--- config.mk ---
export PLATFORM = sky130hd
export DESIGN_NAME = dn_ib_ram_reader_flat
export DESIGN_NICKNAME = d
export VERILOG_FILES = /design/src/rtl/dn_ib_ram_reader_if.sv /design/src/rtl/dn_ib_ram_reader.sv /design/src/flat_wrapper.sv
export SDC_FILE = /design/constraint.sdc
export NUM_CORES = 1
export LEC_CHECK = 0
export ABC_CLOCK_PERIOD_IN_PS = 2150
export CORE_MARGIN = 1.5
export CORE_UTILIZATION = 45
export DETAILED_ROUTE_END_ITERATION = 8
export PLACE_DENSITY = 0.87
export RECOVER_POWER = 50
export SYNTH_ARGS = -nofsm -noshare
export SYNTH_HDL_FRONTEND = slang
export SYNTH_SLANG_ARGS = --single-unit
--- constraint.sdc ---
create_clock -name write_clk -period 2.15 [get_ports write_clk]
set_input_delay 0.3225 -clock write_clk [delete_from_list [all_inputs] [get_ports write_clk]]
set_output_delay 0.3225 -clock write_clk [all_outputs]
set_load 0.1 [all_outputs]
--- src/rtl/dn_ib_ram_reader_if.sv ---
// Lookup bus between the decoder (master) and the IB-RAM reader (slave).
// Carries the table index request and the 1-bit result/drop flags.
interface dn_ib_ram_reader_if #(
    parameter int SEL_BW       = 1,
    parameter int PAGE_ADDR_BW = 6
) ();
    localparam int IDX_BW = PAGE_ADDR_BW + SEL_BW;

    logic              lut_req;
    logic [IDX_BW-1:0] lut_idx;
    logic              lut_valid;
    logic              lut_bit;
    logic              lut_drop;

    modport master (
        output lut_req,
        output lut_idx,
        input  lut_valid,
        input  lut_bit,
        input  lut_drop
    );

    modport slave (
        input  lut_req,
        input  lut_idx,
        output lut_valid,
        output lut_bit,
        output lut_drop
    );
endinterface

--- src/rtl/dn_ib_ram_reader.sv ---
// Read-side controller for the double-buffered decision-node IB-RAM.
// Define DN_READ_OUTREG_EN to add the lookup output register (latency 2 instead of 1).
module dn_ib_ram_reader #(
    parameter  int SEL_BW       = 1,
    parameter  int PAGE_ADDR_BW = 6,
    parameter  int ITER_ADDR_BW = 6,
    parameter  int MAX_ITER     = 50,
    localparam int ROM_RD_BW    = 2**SEL_BW
) (
    input  logic                    write_clk,
    input  logic                    rstn,
    input  logic                    wr_iter_finish,
    output logic                    wr_bank,
    output logic                    wr_stall,
    output logic                    iter_ready,
    input  logic                    iter_start,
    input  logic                    iter_end,
    dn_ib_ram_reader_if.slave       lut,
    output logic                    ram_rd_en,
    output logic [PAGE_ADDR_BW:0]   ram_rd_addr,
    input  logic [ROM_RD_BW-1:0]    ram_rd_data,
    output logic [ITER_ADDR_BW-1:0] rd_iter_cnt,
    output logic                    decode_done
);
    localparam int IDX_BW = PAGE_ADDR_BW + SEL_BW;

    typedef enum logic [1:0] {IDLE, READY, ACTIVE, DONE} state_t;

    state_t            state;
    logic              fin_q;
    logic              fin_qq;
    logic              set_full;
    logic [1:0]        full;
    logic [1:0]        set_mask;
    logic [1:0]        clr_mask;
    logic              rd_bank;
    logic              iter_end_acc;
    logic              other_full;
    logic              req_ok;
    logic              req_q;
    logic [SEL_BW-1:0] sel_q;

    assign set_full     = fin_q & ~fin_qq;
    assign iter_end_acc = (state == ACTIVE) && iter_end;
    assign set_mask     = set_full     ? (2'b01 << wr_bank) : 2'b00;
    assign clr_mask     = iter_end_acc ? (2'b01 << rd_bank) : 2'b00;
    // A bank being filled in the same cycle as iter_end still counts as ready.
    assign other_full   = full[~rd_bank] | set_mask[~rd_bank];

    assign wr_stall    = full[wr_bank];
    assign iter_ready  = (state == READY);
    assign decode_done = (state == DONE);

    assign req_ok      = lut.lut_req && (state == ACTIVE);
    assign ram_rd_en   = req_ok;
    assign ram_rd_addr = req_ok ? {rd_bank, lut.lut_idx[IDX_BW-1:SEL_BW]} : '0;

    always_ff @(posedge write_clk or negedge rstn) begin
        if (!rstn) begin
            fin_q       <= 1'b0;
            fin_qq      <= 1'b0;
            full        <= 2'b00;
            wr_bank     <= 1'b0;
            rd_bank     <= 1'b0;
            rd_iter_cnt <= '0;
        end else begin
            fin_q  <= wr_iter_finish;
            fin_qq <= fin_q;
            full   <= (full | set_mask) & ~clr_mask;
            if (set_full) begin
                wr_bank <= ~wr_bank;
            end
            if (iter_end_acc) begin
                rd_bank <= ~rd_bank;
                if (rd_iter_cnt < ITER_ADDR_BW'(MAX_ITER)) begin
                    rd_iter_cnt <= rd_iter_cnt + 1'b1;
                end
            end
        end
    end

    always_ff @(posedge write_clk or negedge rstn) begin
        if (!rstn) begin
            state <= IDLE;
        end else begin
            case (state)
                IDLE: begin
                    if (full[rd_bank]) begin
                        state <= READY;
                    end
                end
                READY: begin
                    if (iter_start) begin
                        state <= ACTIVE;
                    end
                end
                ACTIVE: begin
                    if (iter_end) begin
                        if (rd_iter_cnt == ITER_ADDR_BW'(MAX_ITER - 1)) begin
                            state <= DONE;
                        end else if (other_full) begin
                            state <= READY;
                        end else begin
                            state <= IDLE;
                        end
                    end
                end
                default: state <= DONE;
            endcase
        end
    end

    // The bank lives in the issued address, so only the select needs to follow the request.
    always_ff @(posedge write_clk or negedge rstn) begin
        if (!rstn) begin
            req_q        <= 1'b0;
            sel_q        <= '0;
            lut.lut_drop <= 1'b0;
        end else begin
            req_q <= req_ok;
            if (req_ok) begin
                sel_q <= lut.lut_idx[SEL_BW-1:0];
            end
            if (lut.lut_req && (state != ACTIVE)) begin
                lut.lut_drop <= 1'b1;
            end
        end
    end

`ifdef DN_READ_OUTREG_EN
    always_ff @(posedge write_clk or negedge rstn) begin
        if (!rstn) begin
            lut.lut_valid <= 1'b0;
            lut.lut_bit   <= 1'b0;
        end else begin
            lut.lut_valid <= req_q;
            lut.lut_bit   <= req_q & ram_rd_data[sel_q];
        end
    end
`else
    assign lut.lut_valid = req_q;
    assign lut.lut_bit   = req_q & ram_rd_data[sel_q];
`endif
endmodule

--- src/flat_wrapper.sv ---
// flat-port wrapper written by rule: the top's interface ports become plain ports
module dn_ib_ram_reader_flat 
#(
    parameter  int SEL_BW       = 1,
    parameter  int PAGE_ADDR_BW = 6,
    parameter  int ITER_ADDR_BW = 6,
    parameter  int MAX_ITER     = 50,
    localparam int ROM_RD_BW    = 2**SEL_BW
)
  (write_clk, rstn, wr_iter_finish, wr_bank, wr_stall, iter_ready, iter_start, iter_end, ram_rd_en, ram_rd_addr, ram_rd_data, rd_iter_cnt, decode_done, lut_lut_req, lut_lut_idx, lut_lut_valid, lut_lut_bit, lut_lut_drop);
  dn_ib_ram_reader_if #(.SEL_BW(SEL_BW), .PAGE_ADDR_BW(PAGE_ADDR_BW)) lut_i ();
  input  logic write_clk;
  input  logic rstn;
  input  logic wr_iter_finish;
  output logic wr_bank;
  output logic wr_stall;
  output logic iter_ready;
  input  logic iter_start;
  input  logic iter_end;
  output logic ram_rd_en;
  output logic [PAGE_ADDR_BW:0] ram_rd_addr;
  input  logic [ROM_RD_BW-1:0] ram_rd_data;
  output logic [ITER_ADDR_BW-1:0] rd_iter_cnt;
  output logic decode_done;
  input wire logic [$bits(lut_i.lut_req)-1:0] lut_lut_req;
  input wire logic [$bits(lut_i.lut_idx)-1:0] lut_lut_idx;
  output wire logic [$bits(lut_i.lut_valid)-1:0] lut_lut_valid;
  output wire logic [$bits(lut_i.lut_bit)-1:0] lut_lut_bit;
  output wire logic [$bits(lut_i.lut_drop)-1:0] lut_lut_drop;
  assign lut_i.lut_req = lut_lut_req;
  assign lut_i.lut_idx = lut_lut_idx;
  assign lut_lut_valid = lut_i.lut_valid;
  assign lut_lut_bit = lut_i.lut_bit;
  assign lut_lut_drop = lut_i.lut_drop;
  dn_ib_ram_reader #(.SEL_BW(SEL_BW), .PAGE_ADDR_BW(PAGE_ADDR_BW), .ITER_ADDR_BW(ITER_ADDR_BW), .MAX_ITER(MAX_ITER)) u_core (.write_clk(write_clk), .rstn(rstn), .wr_iter_finish(wr_iter_finish), .wr_bank(wr_bank), .wr_stall(wr_stall), .iter_ready(iter_ready), .iter_start(iter_start), .iter_end(iter_end), .lut(lut_i), .ram_rd_en(ram_rd_en), .ram_rd_addr(ram_rd_addr), .ram_rd_data(ram_rd_data), .rd_iter_cnt(rd_iter_cnt), .decode_done(decode_done));
endmodule
==> summary.md <==
| Metric | Value |
|---|---|
| Worst-path clk slew | 100 ps |
| Status | completed |
| GR Util met3 | 0.0340 |
| Comb pwr share | 0.641 |
| Final wirelength | 2.20 mm |
| Cts repair resizes | 0 |
| WP data arrival | 1550 ps |
| WL per Instance | 15.5 um |
| Internal power | 909 uW |
| Ant. Diodes | 0 |
| Clk_lat worst skew | 300 ps |
| CTS tree | yes |
| GR peak layer | met2 |
| Fin nets | 135 |
| Vias in the first global route | 665 |
| Worst Tran Pin Value | 770 ps |
| Worst Skew | 5.62 ps |
| Syn Inst Count | 79 |
| End of the worst register-to-register path | u_core.sel_q$_DFFE_PN0P_ |
| IO Pins | 36 |
| Register area share after synthesis | 0.478 |
| Overflow after GRT | 0 |
| Leak | 0.000610 uW |
| CP startpoint kind | register |
| Global Route Usage Sum | 0.216 |
| Final worst path period need | 1870 ps |
| Hold Path Class | reg -> reg |
| Initial antenna violation count | 0 |
| RSZ-0062 raised after global routing | false |
| Synth-to-Final Area Change | 55.0% |
| Post-synth top flop | dfrtp_1 |
| Pwr per Cell Area | 1560 mW/mm^2 |
| Critical Path Fanout Max | 8 |
| Met1 usage | 0.291 |
| Post-CTS Setup Inserts | 0 |
| Initial core utilization | 0.499 |
| Largest net degree at the start of global routing | 18 |
| Vias per cell | 5.39 |
| Setup Viol. Count Final | 0 |
| Hold Buf Count CTS | 0 |
| MaxCap Viol Count | 0 |
| DP Wirelength | 1.66 mm |
| TritonCTS Buffers | 3 |
| Clock group share of total power | 0.084 |
| Reg power frac | 0.275 |
| Hold Vio Cnt, Final | 0 |
| IR drop worst, VDD | 1.11 mV |
| Sw Share | 0.577 |
| CP endpoint kind | output port |
| Avg Inst Size Synth | 11.3 sq um |
| Max Buffers Root-to-Sink | 2 |
| Crit share post-route | 0.870 |
| P_sw | 1240 uW |
| Hold Path Stages | 0 |
| Post-synth EDFFs | 0 |
| Slew margin rel. | 0.485 |
| Pins Over Slew Limit | 0 |
| Die W | 47.5 um |
| Die area | 0.00225 sq mm |
| Distinct cell type count after synthesis | 37 |
| Row cnt | 15 |
| DRT Pass-1 Iters | 4 |
| Post-route ant nets | 0 |
| Setup TNS | 0 ps |
| Synth Register Bits | 17 |
| H-tree depth | 1 |
| Global-route wire length before repair | 3.28 mm |
| Yosys warns | 0 |
| Die height | 47.5 um |
| Synthesized cell area | 890 sq um |
| Routability Congestion | 0.770 |
| FF-to-FF Start | u_core.state[0]$_DFFE_PN0P_ |
| DRT iter0 DRCs | 26 |
| Port bufs | 35 |
| Drt drc | 0 |
| Fin util | 0.773 |
| R2r worst-path depth | 4 |
| Syn nets | 96 |
| Worst hold start | u_core.fin_q$_DFF_PN0_ |
| Vias | 765 |
| Async set-reset flop share out of synthesis | 1.00 |
| Clock sinks | 17 |
| Layout cells sized above 1 | 0.376 |
| Root buf cell | clkbuf_4 |
| Reg2Reg Setup Slack | 690 ps |
| Met2 GRT Util | 0.338 |
| F_max | 0.535 GHz |
| Total core area | 0.00178 sq mm |
| Hold EP | u_core.fin_qq$_DFF_PN0_ |
| WP data required | 1830 ps |
| Crit Path Class | reg -> out |
## logic make-up (layout without fill, tap and decap cells)
family / after synthesis / count (layout) / share of synthesized area
flip-flops: 17 / 17 / 0.478
multiplexers: 6 / 6 / 0.0816
buffers and inverters: 4 / 42 / 0.0197
AO/OA/AOI/OAI: 16 / 16 / 0.138
XOR/XNOR: 5 / 5 / 0.0492
adder cells (fa/ha/maj): 2 / 2 / 0.0281
AND/OR/NAND/NOR: 29 / 29 / 0.205
## cells in the mapped netlist (all sizes together) (2+ instances only)
library cell  number  area share
a21oi              3       0.017
a31oi              2       0.014
and2               9       0.065
buf                2       0.011
dfrtp             17        0.48
ha                 2       0.028
inv                2      0.0084
mux2               4       0.059
mux2i              2       0.023
nand2b             2       0.014
nand3              2       0.011
nor2               5       0.021
nor2b              2       0.014
nor3               2       0.017
o21ai              2       0.011
xnor2              3       0.030
xor2               2       0.020
## layer usage
layer / vias to the layer above / part of all wire
met5: - / 0
met4: 0 / 0.023
met3: 4 / 0.036
met2: 28 / 0.50
met1: 375 / 0.44
li1: 358 / -
## sequential cells by signal (all words and copies together), names as in the netlist
signal                count
u_core.fin_q              1
u_core.fin_qq             1
u_core.full               2
u_core.lut.lut_drop       1
u_core.lut.lut_valid      1
u_core.rd_bank            1
u_core.rd_iter_cnt        6
u_core.sel_q              1
u_core.state              2
u_core.wr_bank            1
## layout make-up
cell class	instances	area [sq um]
Clock buffer	3	22.5
Clock inverter	1	5.00
Fill cell	125	404
Inverter	2	7.51
Multi-Input combinational cell	58	457
Sequential cell	17	425
Tap cell	25	31.3
Timing Repair Buffer	36	430
## critical path, stage by stage, from the launching register on
cell and delay [ps]:
dfrtp_1 460, inv_1 100, and3_1 300, and2_2 220, buf_12 170
## power by group through the flow
stage / logic [uW] / registers (uW) / clock network (uW)
floorplan: 709 / 890 / 0
global placement: 1360 / 584 / 0
detailed placement: 1380 / 591 / 0
CTS: 1380 / 585 / 183
global route: 1430 / 613 / 199
finish: 1380 / 591 / 181
## through the flow
stage	hold slack, ps	worst slack [ps]	cell area [sq um]	total power, uW	instances
final	415	279	1380	2150	142
after CTS	406	288	1380	2150	142
after global placement	371	398	1350	1940	138
after detailed placement	378	315	1350	1970	138
after global routing	423	218	1380	2240	142
after floorplan	26.9	-50.3	901	1600	79
## layout by cell type (no fill, tap or decap), types with 2 or more instances in the layout
master,n
buf_4,12
buf_12,10
mux2_4,2
ha_1,2
xor2_1,2
nor2_1,5
inv_1,2
clkbuf_4,3
a31oi_1,2
nand3_1,2
dfrtp_1,17
clkdlybuf4s50_1,11
and2_2,8
xnor2_1,3
nand2b_1,2
mux2i_1,2
a21oi_1,3
o21ai_0,2
dlygate4sd3_1,3
## how the worst max path moves through the flow
stage,startpoint,to
3_3_place_gp,lut_lut_req,ram_rd_addr[4]
2_1_floorplan,u_core.lut.lut_valid$_DFF_PN0_,lut_lut_bit
4_1_cts,u_core.state[0]$_DFFE_PN0P_,ram_rd_addr[4]
5_1_grt,u_core.state[0]$_DFFE_PN0P_,ram_rd_addr[2]
3_5_place_dp,lut_lut_req,ram_rd_addr[4]
6_report,u_core.state[0]$_DFFE_PN0P_,ram_rd_addr[4]
No activity file was read; power rests on OpenSTA's default activity.
